[src/rtl/mult_div_unit.sv]
// Iterative signed 32-bit multiply (shift-add) / divide (restoring), one bit per cycle on magnitudes.
// Results land 33 cycles after start (1 cycle on divide by zero); start is ignored while busy.
module mult_div_unit #(
    parameter int WIDTH = 32
) (
    input  logic             clock,
    input  logic             reset,
    input  logic             start,
    input  logic             op,
    input  logic [WIDTH-1:0] A,
    input  logic [WIDTH-1:0] B,
    output logic             busy,
    output logic             done,
    output logic             div_by_zero,
    output logic [WIDTH-1:0] HI,
    output logic [WIDTH-1:0] LO
);
    localparam int CW = $clog2(WIDTH);
    localparam logic [WIDTH:0]     ONE_MAG = 1;
    localparam logic [WIDTH-1:0]   ONE_W   = 1;
    localparam logic [2*WIDTH-1:0] ONE_2W  = 1;
    localparam logic [CW-1:0]      ONE_CNT = 1;
    localparam logic [CW-1:0]      LAST    = CW'(WIDTH - 1);

    typedef enum logic [1:0] {IDLE, MULT, DIV, FINISH} state_t;

    state_t             state;
    logic [CW-1:0]      count;
    logic [WIDTH:0]     a_mag;
    logic [WIDTH:0]     b_mag;
    logic [WIDTH-1:0]   opr;
    logic [2*WIDTH-1:0] acc;
    logic               sign_a;
    logic               neg_res;
    logic               is_div;
    logic               dz;

    logic [WIDTH:0]     a_abs;
    logic [WIDTH:0]     b_abs;
    logic [WIDTH:0]     mul_sum;
    logic [WIDTH:0]     div_shift;
    logic [WIDTH+1:0]   div_diff;
    logic [WIDTH-1:0]   rem_next;
    logic [2*WIDTH-1:0] prod_fix;
    logic [WIDTH-1:0]   quo_fix;
    logic [WIDTH-1:0]   rem_fix;
    logic               unused_bits;

    // Magnitudes are WIDTH+1 bits so that |-2^(WIDTH-1)| is representable.
    always_comb begin
        a_abs = A[WIDTH-1] ? ({1'b0, ~A} + ONE_MAG) : {1'b0, A};
        b_abs = B[WIDTH-1] ? ({1'b0, ~B} + ONE_MAG) : {1'b0, B};

        mul_sum = {1'b0, acc[2*WIDTH-1:WIDTH]} + a_mag;

        div_shift = {acc[2*WIDTH-1:WIDTH], opr[WIDTH-1]};
        div_diff  = {1'b0, div_shift} - {1'b0, b_mag};
        rem_next  = div_diff[WIDTH+1] ? div_shift[WIDTH-1:0] : div_diff[WIDTH-1:0];

        prod_fix = neg_res ? (~acc + ONE_2W) : acc;
        quo_fix  = neg_res ? (~acc[WIDTH-1:0] + ONE_W) : acc[WIDTH-1:0];
        rem_fix  = sign_a ? (~acc[2*WIDTH-1:WIDTH] + ONE_W) : acc[2*WIDTH-1:WIDTH];

        // Remainder is always below the divisor, so these bits are zero when used.
        unused_bits = div_diff[WIDTH] ^ div_shift[WIDTH];
    end

    always_ff @(posedge clock or negedge reset) begin
        if (!reset) begin
            state       <= IDLE;
            count       <= '0;
            a_mag       <= '0;
            b_mag       <= '0;
            opr         <= '0;
            acc         <= '0;
            sign_a      <= 1'b0;
            neg_res     <= 1'b0;
            is_div      <= 1'b0;
            dz          <= 1'b0;
            busy        <= 1'b0;
            done        <= 1'b0;
            div_by_zero <= 1'b0;
            HI          <= '0;
            LO          <= '0;
        end else begin
            done        <= 1'b0;
            div_by_zero <= 1'b0;
            case (state)
                IDLE: begin
                    busy <= start;
                    if (start) begin
                        a_mag   <= a_abs;
                        b_mag   <= b_abs;
                        sign_a  <= A[WIDTH-1];
                        neg_res <= A[WIDTH-1] ^ B[WIDTH-1];
                        acc     <= '0;
                        count   <= '0;
                        is_div  <= op;
                        opr     <= op ? a_abs[WIDTH-1:0] : b_abs[WIDTH-1:0];
                        dz      <= op && (B == '0);
                        if (!op)
                            state <= MULT;
                        else if (B == '0)
                            state <= FINISH;
                        else
                            state <= DIV;
                    end
                end
                MULT: begin
                    if (opr[0])
                        acc <= {mul_sum, acc[WIDTH-1:1]};
                    else
                        acc <= {1'b0, acc[2*WIDTH-1:1]};
                    opr   <= {1'b0, opr[WIDTH-1:1]};
                    count <= count + ONE_CNT;
                    if (count == LAST)
                        state <= FINISH;
                end
                DIV: begin
                    // Quotient bits shift into the low half, partial remainder lives in the high half.
                    acc   <= {rem_next, acc[WIDTH-2:0], ~div_diff[WIDTH+1]};
                    opr   <= {opr[WIDTH-2:0], 1'b0};
                    count <= count + ONE_CNT;
                    if (count == LAST)
                        state <= FINISH;
                end
                FINISH: begin
                    done        <= 1'b1;
                    div_by_zero <= dz;
                    if (!dz) begin
                        if (is_div) begin
                            HI <= rem_fix;
                            LO <= quo_fix;
                        end else begin
                            HI <= prod_fix[2*WIDTH-1:WIDTH];
                            LO <= prod_fix[WIDTH-1:0];
                        end
                    end
                    state <= IDLE;
                end
                default: state <= IDLE;
            endcase
        end
    end
endmodule

[config.mk]
export PLATFORM = sky130hd
export DESIGN_NAME = mult_div_unit
export DESIGN_NICKNAME = d
export VERILOG_FILES = /design/src/rtl/mult_div_unit.sv
export SDC_FILE = /design/constraint.sdc
export NUM_CORES = 1
export LEC_CHECK = 0
export CORE_UTILIZATION = 50
export DETAILED_ROUTE_END_ITERATION = 12
export GPL_TIMING_DRIVEN = 0
export PLACE_DENSITY = 0.79
export SYNTH_ARGS = -nofsm -noshare
export SYNTH_HDL_FRONTEND = slang
export SYNTH_SLANG_ARGS = --single-unit
[constraint.sdc]
create_clock -name clock -period 3.5 [get_ports clock]
set_clock_uncertainty 0.05 [all_clocks]
set_input_delay 0.35 -clock clock [delete_from_list [all_inputs] [get_ports clock]]
set_output_delay 0.35 -clock clock [all_outputs]
set_load 0.02 [all_outputs]
* Yosys cells after proc, flatten, opt, wreduce, memory -nomap -nowiden
Index checks and enable logic that the tools add are counted.
** Cells by class
- $add $sub $neg :: 8
- Eq/ne operators :: 6
- Multiplexer cells :: 23
- Bitwise logic cells :: 8
- Reductions and logical operators :: 11
** Operator list (number)
- $mux 32 :: 7
- $mux 64 :: 3
- $pmux 64 s3 :: 1
- $not 32->32 :: 4
- $pmux 32 s3 :: 1
- $add 32x1->33 const B :: 2
- $mux 33 :: 2
- $add 32x1->32 const B :: 2
- $add 64x1->64 const B :: 1
- $not 64->64 :: 1
- $sub 33x33->34 :: 1
- $add 32x33->33 :: 1
- $logic_not 32->1 :: 1
- $pmux 5 s2 :: 1
- $reduce_and 2->1 :: 5
- $mux 2 :: 3
- $pmux 2 s3 :: 1
- $add 5x1->5 const B :: 1
- $eq 5x5->1 const B :: 1
- $mux 5 :: 1
- $eq 2x2->1 const B :: 2
- $mux 1 :: 3
- $reduce_bool 3->1 :: 1
- $eq 2x1->1 const B :: 1
- 8 further kinds :: 9
** Word-level totals
- Register bits after elaboration :: 240
- Bits of input ports :: 68
- Output and inout port bits :: 67
- Logic and storage cells :: 71

* Longest topological paths before layout
Gate-level depths: netlist (run 1).
- Depth in word-level cells :: 6
- Mapped depth :: 13
- Depth with buffers taken out :: 13

* Worst setup path after synthesis (run 1)
OpenSTA, ideal clock, no wires.
- Kind :: register to register
- Start :: register a_mag[13]
- End :: register acc[59]
- Library setup time :: 141 ps
- Arrival :: 2813 ps
- Data required time :: 3309 ps
- Setup slack :: 496 ps
- Stages on the path, launching flop included :: 12
- Path buffers :: 1
- Period minus slack after synthesis :: 3004 ps
- Cell sequence :: dfrtp_1 > ha_1 > clkbuf_1 > a21o_1 > and3_1 > nor4b_1 > a21oi_1 > a221o_1 > a221o_1 > a211oi_1 > xor2_1 > o221ai_1
** Between the ends
- Longest elaborated chain between the ends :: 3
** Ends and longest elaborated chain
- start, declared :: RTL line 29 : logic [WIDTH:0] a_mag;
- start signal, assigned :: RTL line 92 : a_mag <= a_abs;
- $add 32x33->33 :: RTL line 54 : mul_sum = {1'b0, acc[2*WIDTH-1:WIDTH]} + a_mag;
- $mux 64 :: RTL line 110 : if (opr[0])
- $pmux 64 s3 :: RTL line 88 : case (state)
- end signal, assigned :: RTL line 111 : acc <= {mul_sum, acc[WIDTH-1:1]};
- end signal, assigned :: RTL line 113 : acc <= {1'b0, acc[2*WIDTH-1:1]};
- end signal, assigned :: RTL line 121 : acc <= {rem_next, acc[WIDTH-2:0], ~div_diff[WIDTH+1]};
- end, declared :: RTL line 32 : logic [2*WIDTH-1:0] acc;
No other way between the ends.
A chain may end at the register's enable or synchronous reset.

* Final worst setup path (run 1)
- Start :: register acc[32]
- End :: register acc[55]
** Between the ends
- Longest elaborated chain between the ends :: 3
- Elaborated cells between the ends (all ways) :: 5
- Classes of those cells :: add/sub (2); mux (3)
** Ends and longest elaborated chain (RTL line)
- $sub 33x33->34 or $add 32x33->33 (tied branches) :: 57, 54
- $mux 32 or $mux 64 (tied branches) :: 58, 110
- $pmux 64 s3 (*) :: 88
Mark *: on every way between the ends. The rest lies on a longest branch, timed or not.

==> summary.md, run 1 <==
| Metric | Value |
|---|---|
| R2R setup slack | ~110 ps |
| First-pass GRT wire length | just under 90000 um |
| Post-synth ARST share | 100.0% |
| Arr. time, crit path | between 3000 and 4000 ps |
| Top cells by count, synth | 308 x nand2_1, 257 x o21ai_0, 240 x dfrtp_1 |
| Layout cell share with drive strength beyond 1 | 5.251% |
| Slew HR | ~28% |
| Largest net degree at the start of global routing | between 100 and 150 |
| Final period utilization | between 90% and 100% |
| CP cell instances | ha_2, inv_1, fa_1, nor2b_2, o211ai_1, a2111o_1, a21oi_2, a221o_1, a221o_1, xnor2_1, a222oi_1, o21ai_0 |
| Row Count | between 60 and 70 |
| # clock sinks | 240 |
| Post-Layout Cell Count | 2651 |
| Die width | approximately 190 um |
| Setup TNS | 0 ps |
| Initial drt markers | approximately 1900 |
| Slowest stage delay, CP | 460 ps |
| Hold/Removal Path Class | in2async |
| Outcome | complete, no violations |
| WL per Instance | 21.43 um |
| Seq pwr share | between 20 and 25% |
| GRT Residual Overflow | 0 |
| XOR/XNOR Fraction of Synth Area | a little under a tenth |
| Main combinational cell family by area after synthesis | compound AO/OA/AOI/OAI gates |
| Worst-Margin Slew | around 1100 ps |
| Yosys top cell area share | a little over a third |
| Most common cell in the netlist | nand2_1 |
| Clock insertion delay at the later pin of the skew report | ~570 ps |
| IO Pins | between 100 and 150 |
| Initial antenna violation count | 0 |
| Design Area, Final | between 0.015 and 0.02 mm^2 |
| Max-Cap Viols | 0 |
| Compound-Gate Fraction of Synth Area | between 20% and 30% |
| Req. time, crit path | a little under 4000 ps |
| Synth warnings | 0 |
| CP Class | reg2reg |
| Vias in the first global route | about 16000 |
| Dpl hpwl | about 44000 um |
| Die area | around 0.034 mm^2 |
| Critical path fanouts, max | 4 |
| Combinational power share | a little over three fifths |
| Synth area leaders | dfrtp_1 36%, o21ai_0 7.6%, nand2_1 6.9% |
| Final Hold Fails | 0 |
| Clk root buf | clkbuf_16 |
| Mapped Area | ~0.017 mm^2 |
| Core region area | roughly 0.033 mm^2 |
| Clk pwr share | roughly 14% |
| DP Area | 0.01875 mm^2 |
| Sw frac | about half |
| Avg Cell Area, Syn | 8.322 um^2 |
| Core Util, Final | 60.52% |
| Post-synthesis mux area share | between 3 and 4% |
| CTS Buf Count | 27 |
| Post-Place Cells | ~2600 |
| Post-synthesis cell type count | between 70 and 80 |
| # H-tree levels | 1 |
| Nets | between 2000 and 2500 |
| P_sw | around 11000 uW |
| Post-DRT Antenna Nets | 0 |
| Die Y | roughly 190 um |
| Number of buffers inserted by port buffering | roughly 130 |
| Leakage | about 0.0085 uW |
| Synth Area in Adders | under 10% |
| Total Power | 20890 uW |
| #FFs+latches synth | 240 |
| Max-slew violation count | 0 |
| Pwr/cell area | around 1100 mW/mm^2 |
| CP Launch Type | register |
| Initial Utilization | a little over 50% |
| Max Clock Freq | between 0.2 and 0.3 GHz |
| CTS Buffer Depth | 3 |
| Pint | between 10000 and 15000 uW |
| Reg-to-reg critical path startpoint | acc[32] |
| Post-Synth Simple-Gate Area | roughly 17% |
| Routed vias/inst | between 6 and 7 |
| CP dominant cell by count | a221o_1 |
| Post-synth top area cell | dfrtp_1 |
| Min cycle time layout | 3389 ps |
| Global placer's final weighted congestion | ~0.96 |
| Reg2Reg Depth | 12 |
| Worst setup EP type | register |
| Total GRT Usage | around a third |
| VDD IR max | just over 600 uV |
| DRC viols | 0 |
| Slowest CP cell | a2111o_1 |
| Clock transition at path regs | ~60 ps |
| Via count | between 15000 and 20000 |
| Area growth, synth to finish | 18.15% |
| Top_reg_cell synth | dfrtp_1 |
| Post-Syn Nets | 2169 |
| TritonCTS clock tree | done |
| R2r endpoint | acc[55] |
| Pre-antenna DRT Iters | 8 |
| Post-synth EDFFs | 0 |
| Setup violations, final | 0 |
| Sequential cell area fraction in the yosys report | approximately 36% |
| Antenna fix cells | 0 |
| Routed WL | roughly 57000 um |
| Mapped Cells | a little over 2000 |
-- power by group through the flow --
stage / combinational, uW / clock [uW] / sequential [uW]
floorplan: 8470 / 0 / 4660
global placement: 12400 / 0 / 4670
detailed placement: 12500 / 0 / 4710
CTS: 12800 / 3000 / 4660
global route: 14300 / 3100 / 4790
finish: 13200 / 2980 / 4700
-- metrics by stage --
| step | worst slack [ps] | hold WS (ps) |
|---|---|---|
| global route | -34.00 | 451.9 |
| global placement | -7997 | 412.8 |
| detailed placement | -930.7 | 419.7 |
| floorplan | 495.8 | 4.409 |
| CTS | 3.180 | 418.4 |
| finish | 110.5 | 421.3 |
-- final cells by class --
| cell class | count | area [um^2] |
|---|---|---|
| timing repair buffer | 145 | 1449 |
| tap | 442 | 553.0 |
| multi-input combinational | 1572 | 10170 |
| inverter | 74 | 279.0 |
| sequential | 240 | 6012 |
| buffer | 129 | 501.7 |
| clock buffer | 37 | 763.2 |
| clock inverter | 12 | 163.9 |
| fill | 2962 | 12970 |
-- cells by family after synthesis --
group                      after synthesis
AOI/OAI and AO/OA                      649
DFF                                    240
and+or+nand+nor                        612
buffers and inverters                  211
adders and majority gates               78
muxes                                   57
xor gates and xnor gates               176
-- cells in the final DEF, fill, tap and decap left out, types with 13 or more instances in the layout --
cell type	synthesis	routed
nand2_1	308	307
nor3_1	28	28
dfrtp_1	240	235
clkbuf_16	0	27
o21ai_0	257	252
nand3_1	33	32
o21ai_1	9	13
nor4_1	18	16
or3_1	13	13
clkbuf_1	126	122
inv_1	72	72
buf_4	1	13
ha_1	76	71
mux2i_1	57	57
o221ai_1	19	19
a21o_1	31	31
a21oi_1	106	103
nand4_1	19	19
a31oi_1	16	16
a22oi_1	42	41
nor2_1	106	105
xor2_1	111	111
nand2b_1	13	13
o211ai_1	17	17
a222oi_1	25	25
o31ai_1	25	24
a211oi_1	17	15
xnor2_1	65	65
o41ai_1	15	14
clkdlybuf4s50_1	0	132
-- what timing repair did --
item / CTS / global route
hold buffers: 1 / 0
pin swaps: 3 / 7
setup buffers: 2 / 8
endpoints found under the hold margin: 118 / 0
cloned: 0 / 0
resized for setup: 24 / 20
setup endpoints to repair: 59 / 40
-- registers in the layout, indices dropped and copies added, names as in the netlist --
register     flops
HI              32
LO              32
a_mag           33
acc             64
b_mag           33
busy             1
count            5
div_by_zero      1
done             1
dz               1
is_div           1
neg_res          1
opr             32
sign_a           1
state            2
-- routing by layer --
metal	vias to the layer above	share of wire (%)	routed length, um	track usage [%]
met5	-	0	0	0
met4	0	4.1	2303	13.72
met3	120	7.7	4353	3.854
met2	832	46	25900	54.14
met1	7884	43	24250	44.06
li1	7641	-	-	-
-- critical path: cells and delay by family, from the launching register on --
kind                       cells  cell delay [ps]
xor gates and xnor gates       1              110
and+or+nand+nor                1              160
DFF                            1              410
buffers and inverters          1               50
AOI/OAI and AO/OA              7             1820
adders and majority gates      2              620
-- worst max path at each step --
stage	from	depth (start not counted)	endpoint
final	acc[32]	12	acc[55]
after global routing	acc[32]	12	acc[55]
after CTS	acc[0]	10	HI[26]
after detailed placement	B[3]	8	state[0]
after global placement	reset	1	a_mag[25]
after floorplan	a_mag[13]	11	acc[59]
(Power assumes the default switching activity.)
==> run 2: changes to the inputs <==
HOLD_SLACK_MARGIN = 0.05   (was unset)
==> results of run 2 <==
No change in the layout: final DEF, timing and power equal those of run 1.
==> run 3: changes to the inputs <==
DONT_BUFFER_PORTS = 1   (was unset)
PLACE_DENSITY = 0.74   (was 0.79)
==> run 3 against run 2 <==
Against the previous run:
- the run now ends with negative hold slack left
- clock power rose by 3%
- design area fell by 3.4%
- non-clock buffer count fell by 70
- sequential cell count did not move
- fmax fell by 0.47%
- combinational power fell by 7%
- register-to-register slack got worse by 20 ps
- die area did not move
- sequential power rose by 6.2%
- critical path type unchanged
- highest routed layer unchanged
- largest cell class unchanged
==> summary.md, run 3 (synthesized netlist as in run 1, its figures left out) <==
| Metric | Value |
|---|---|
| Outcome | complete, but fails checks |
| Violated checks | negative hold slack |
| Worst-Margin Slew | between 800 and 900 ps |
| R2r endpoint | acc[55] |
| CP Launch Type | register |
| Total GRT Usage | 32.47% |
| Die width | roughly 190 um |
| # clock sinks | 240 |
| VDD IR max | about 500 uV |
| CTS Buf Count | 28 |
| Min cycle time layout | between 3000 and 4000 ps |
| Combinational power share | between 60 and 70% |
| Hold_buf cts | 65 |
| Via count | 16350 |
| Vias in the first global route | 15710 |
| Req. time, crit path | approximately 3900 ps |
| Post-DRT Antenna Nets | 0 |
| Routed vias/inst | ~6.3 |
| Core region area | approximately 0.033 mm^2 |
| Die Y | 185.5 um |
| GRT Residual Overflow | 0 |
| CP Class | reg2reg |
| Initial antenna violation count | 0 |
| Clock insertion delay at the later pin of the skew report | ~570 ps |
| Final period utilization | a little over nine tenths |
| Worst setup EP type | register |
| Initial drt markers | between 1500 and 2000 |
| DRC viols | 0 |
| Largest Register | acc |
| Largest net degree at the start of global routing | roughly 240 |
| Clock transition at path regs | around 70 ps |
| Routed WL | between 50000 and 60000 um |
| Most frequent cells in the layout | 306 x nand2_1, 253 x o21ai_0, 237 x dfrtp_1, 121 x clkbuf_1, 111 x xor2_1 |
| TritonCTS clock tree | done |
| Nets | around 2300 |
| P_sw | between 10000 and 15000 uW |
| DP Area | approximately 0.017 mm^2 |
| Fill count | between 2000 and 3000 |
| Pre-antenna DRT Iters | 8 |
| Most common cell after layout, fill and taps aside | nand2_1 |
| Final hold slack | -565.4 ps |
| Hold/Removal Path Class | in2async |
| Pwr/cell area | ~1100 mW/mm^2 |
| Pint | approximately 9900 uW |
| # H-tree levels | 1 |
| Arr. time, crit path | roughly 3800 ps |
| Max-slew violation count | 0 |
| Global placer's final weighted congestion | between 0.9 and 1 |
| Leakage | approximately 0.0083 uW |
| Dpl hpwl | around 42000 um |
| Setup violations, final | 0 |
| Reg-to-reg critical path startpoint | acc[32] |
| Critical path fanouts, max | 3 |
| Sw frac | about 51% |
| Row Count | 66 |
| Largest register FFs | between 60 and 70 |
| Initial Utilization | between 50% and 60% |
| WL per Instance | ~22 um |
| Clk pwr share | 15.1% |
| CTS Buffer Depth | 3 |
| Top Registers | acc x64, a_mag x33, b_mag x33 |
| Max Clock Freq | between 0.2 and 0.3 GHz |
| Slew HR | between 40% and 50% |
| IO Pins | around 140 |
| Max-Cap Viols | 0 |
| Number of buffers inserted by port buffering | 0 |
| Antenna fix cells | 0 |
| R2R setup slack | ~94 ps |
| Die area | around 0.034 mm^2 |
| Final Hold Fails | between 200 and 250 |
| Design Area, Final | ~0.019 mm^2 |
| Seq pwr share | approximately a quarter |
| Clk root buf | clkbuf_16 |
| Reg2Reg Depth | 12 |
| First-pass GRT wire length | 86370 um |
| Layout cell share with drive strength beyond 1 | around 5.4% |
| RSZ-0062 raised after global routing | yes |
| Area growth, synth to finish | 14.11% |
==> run 3: critical path: stages, from the launching register on <==
cell      delay (ps)
dfrtp_2          400
ha_1             200
inv_1             70
fa_1             400
nor2b_1          190
o211ai_1         180
a2111o_1         490
a21oi_2          220
a221o_1          250
a221o_1          240
xnor2_1          100
a222oi_1         360
o21ai_0          140
==> run 3: stage by stage <==
stage | util [%] | setup WS (ps) | cells | TNS (ps) | total power, uW
2_1_floorplan | - | 495.8 | 2023 | 0 | 13120
3_3_place_gp | 52.91 | -318.9 | 2465 | -7122 | 16290
3_5_place_dp | 52.91 | -340.1 | 2465 | -7564 | 16480
4_1_cts | 57.96 | -3.222 | 2579 | -3.222 | 19760
5_1_grt | 58.46 | -18.42 | 2583 | -26.18 | 21580
6_report | 58.46 | 94.40 | 2583 | 0 | 20310
==> run 3: area by class of cell <==
class | count | area [um^2] | area share (%)
multi-input cells | 1572 | 10160 | 52.89
flip-flops and latches | 240 | 6010 | 31.28
clock buffers | 41 | 819.5 | 4.266
repair buffers | 76 | 745.7 | 3.881
well taps | 442 | 553.0 | 2.879
plain buffers | 128 | 499.2 | 2.598
inverters | 74 | 277.8 | 1.446
clock inverters | 10 | 146.4 | 0.7620
==> run 3: per-layer routing <==
| metal | GRT usage, % | wire length, um | vias to the layer above |
|---|---|---|---|
| met5 | 0 | 0 | - |
| met4 | 12.99 | 2239 | 0 |
| met3 | 4.422 | 4852 | 153 |
| met2 | 52.76 | 25330 | 931 |
| met1 | 43.56 | 23620 | 7748 |
| li1 | - | - | 7516 |
==> run 3: how the worst max path moves through the flow <==
stage               cells after the start      end  slack (ps)  startpoint
finish                                 12  acc[55]          90     acc[32]
detailed placement                     10  acc[60]        -340    state[0]
global placement                       10  acc[60]        -320    state[0]
CTS                                    11  acc[60]          -3     acc[34]
floorplan                              11  acc[59]         500   a_mag[13]
global route                           12  acc[55]         -20     acc[32]
==> run 3: repair_timing <==
action	CTS	global route
setup endpoints to repair	34	41
setup buffers	0	11
pin swaps	1	5
endpoints found under the hold margin	304	240
gates resized for setup	17	25
==> run 3: power groups by stage <==
stage	Clock (uW)	Combinational (uW)	Sequential (uW)
2_1_floorplan	0	8470	4660
3_3_place_gp	0	11300	4960
3_5_place_dp	0	11500	5000
4_1_cts	3080	11700	4950
5_1_grt	3190	13300	5100
6_report	3070	12300	4990
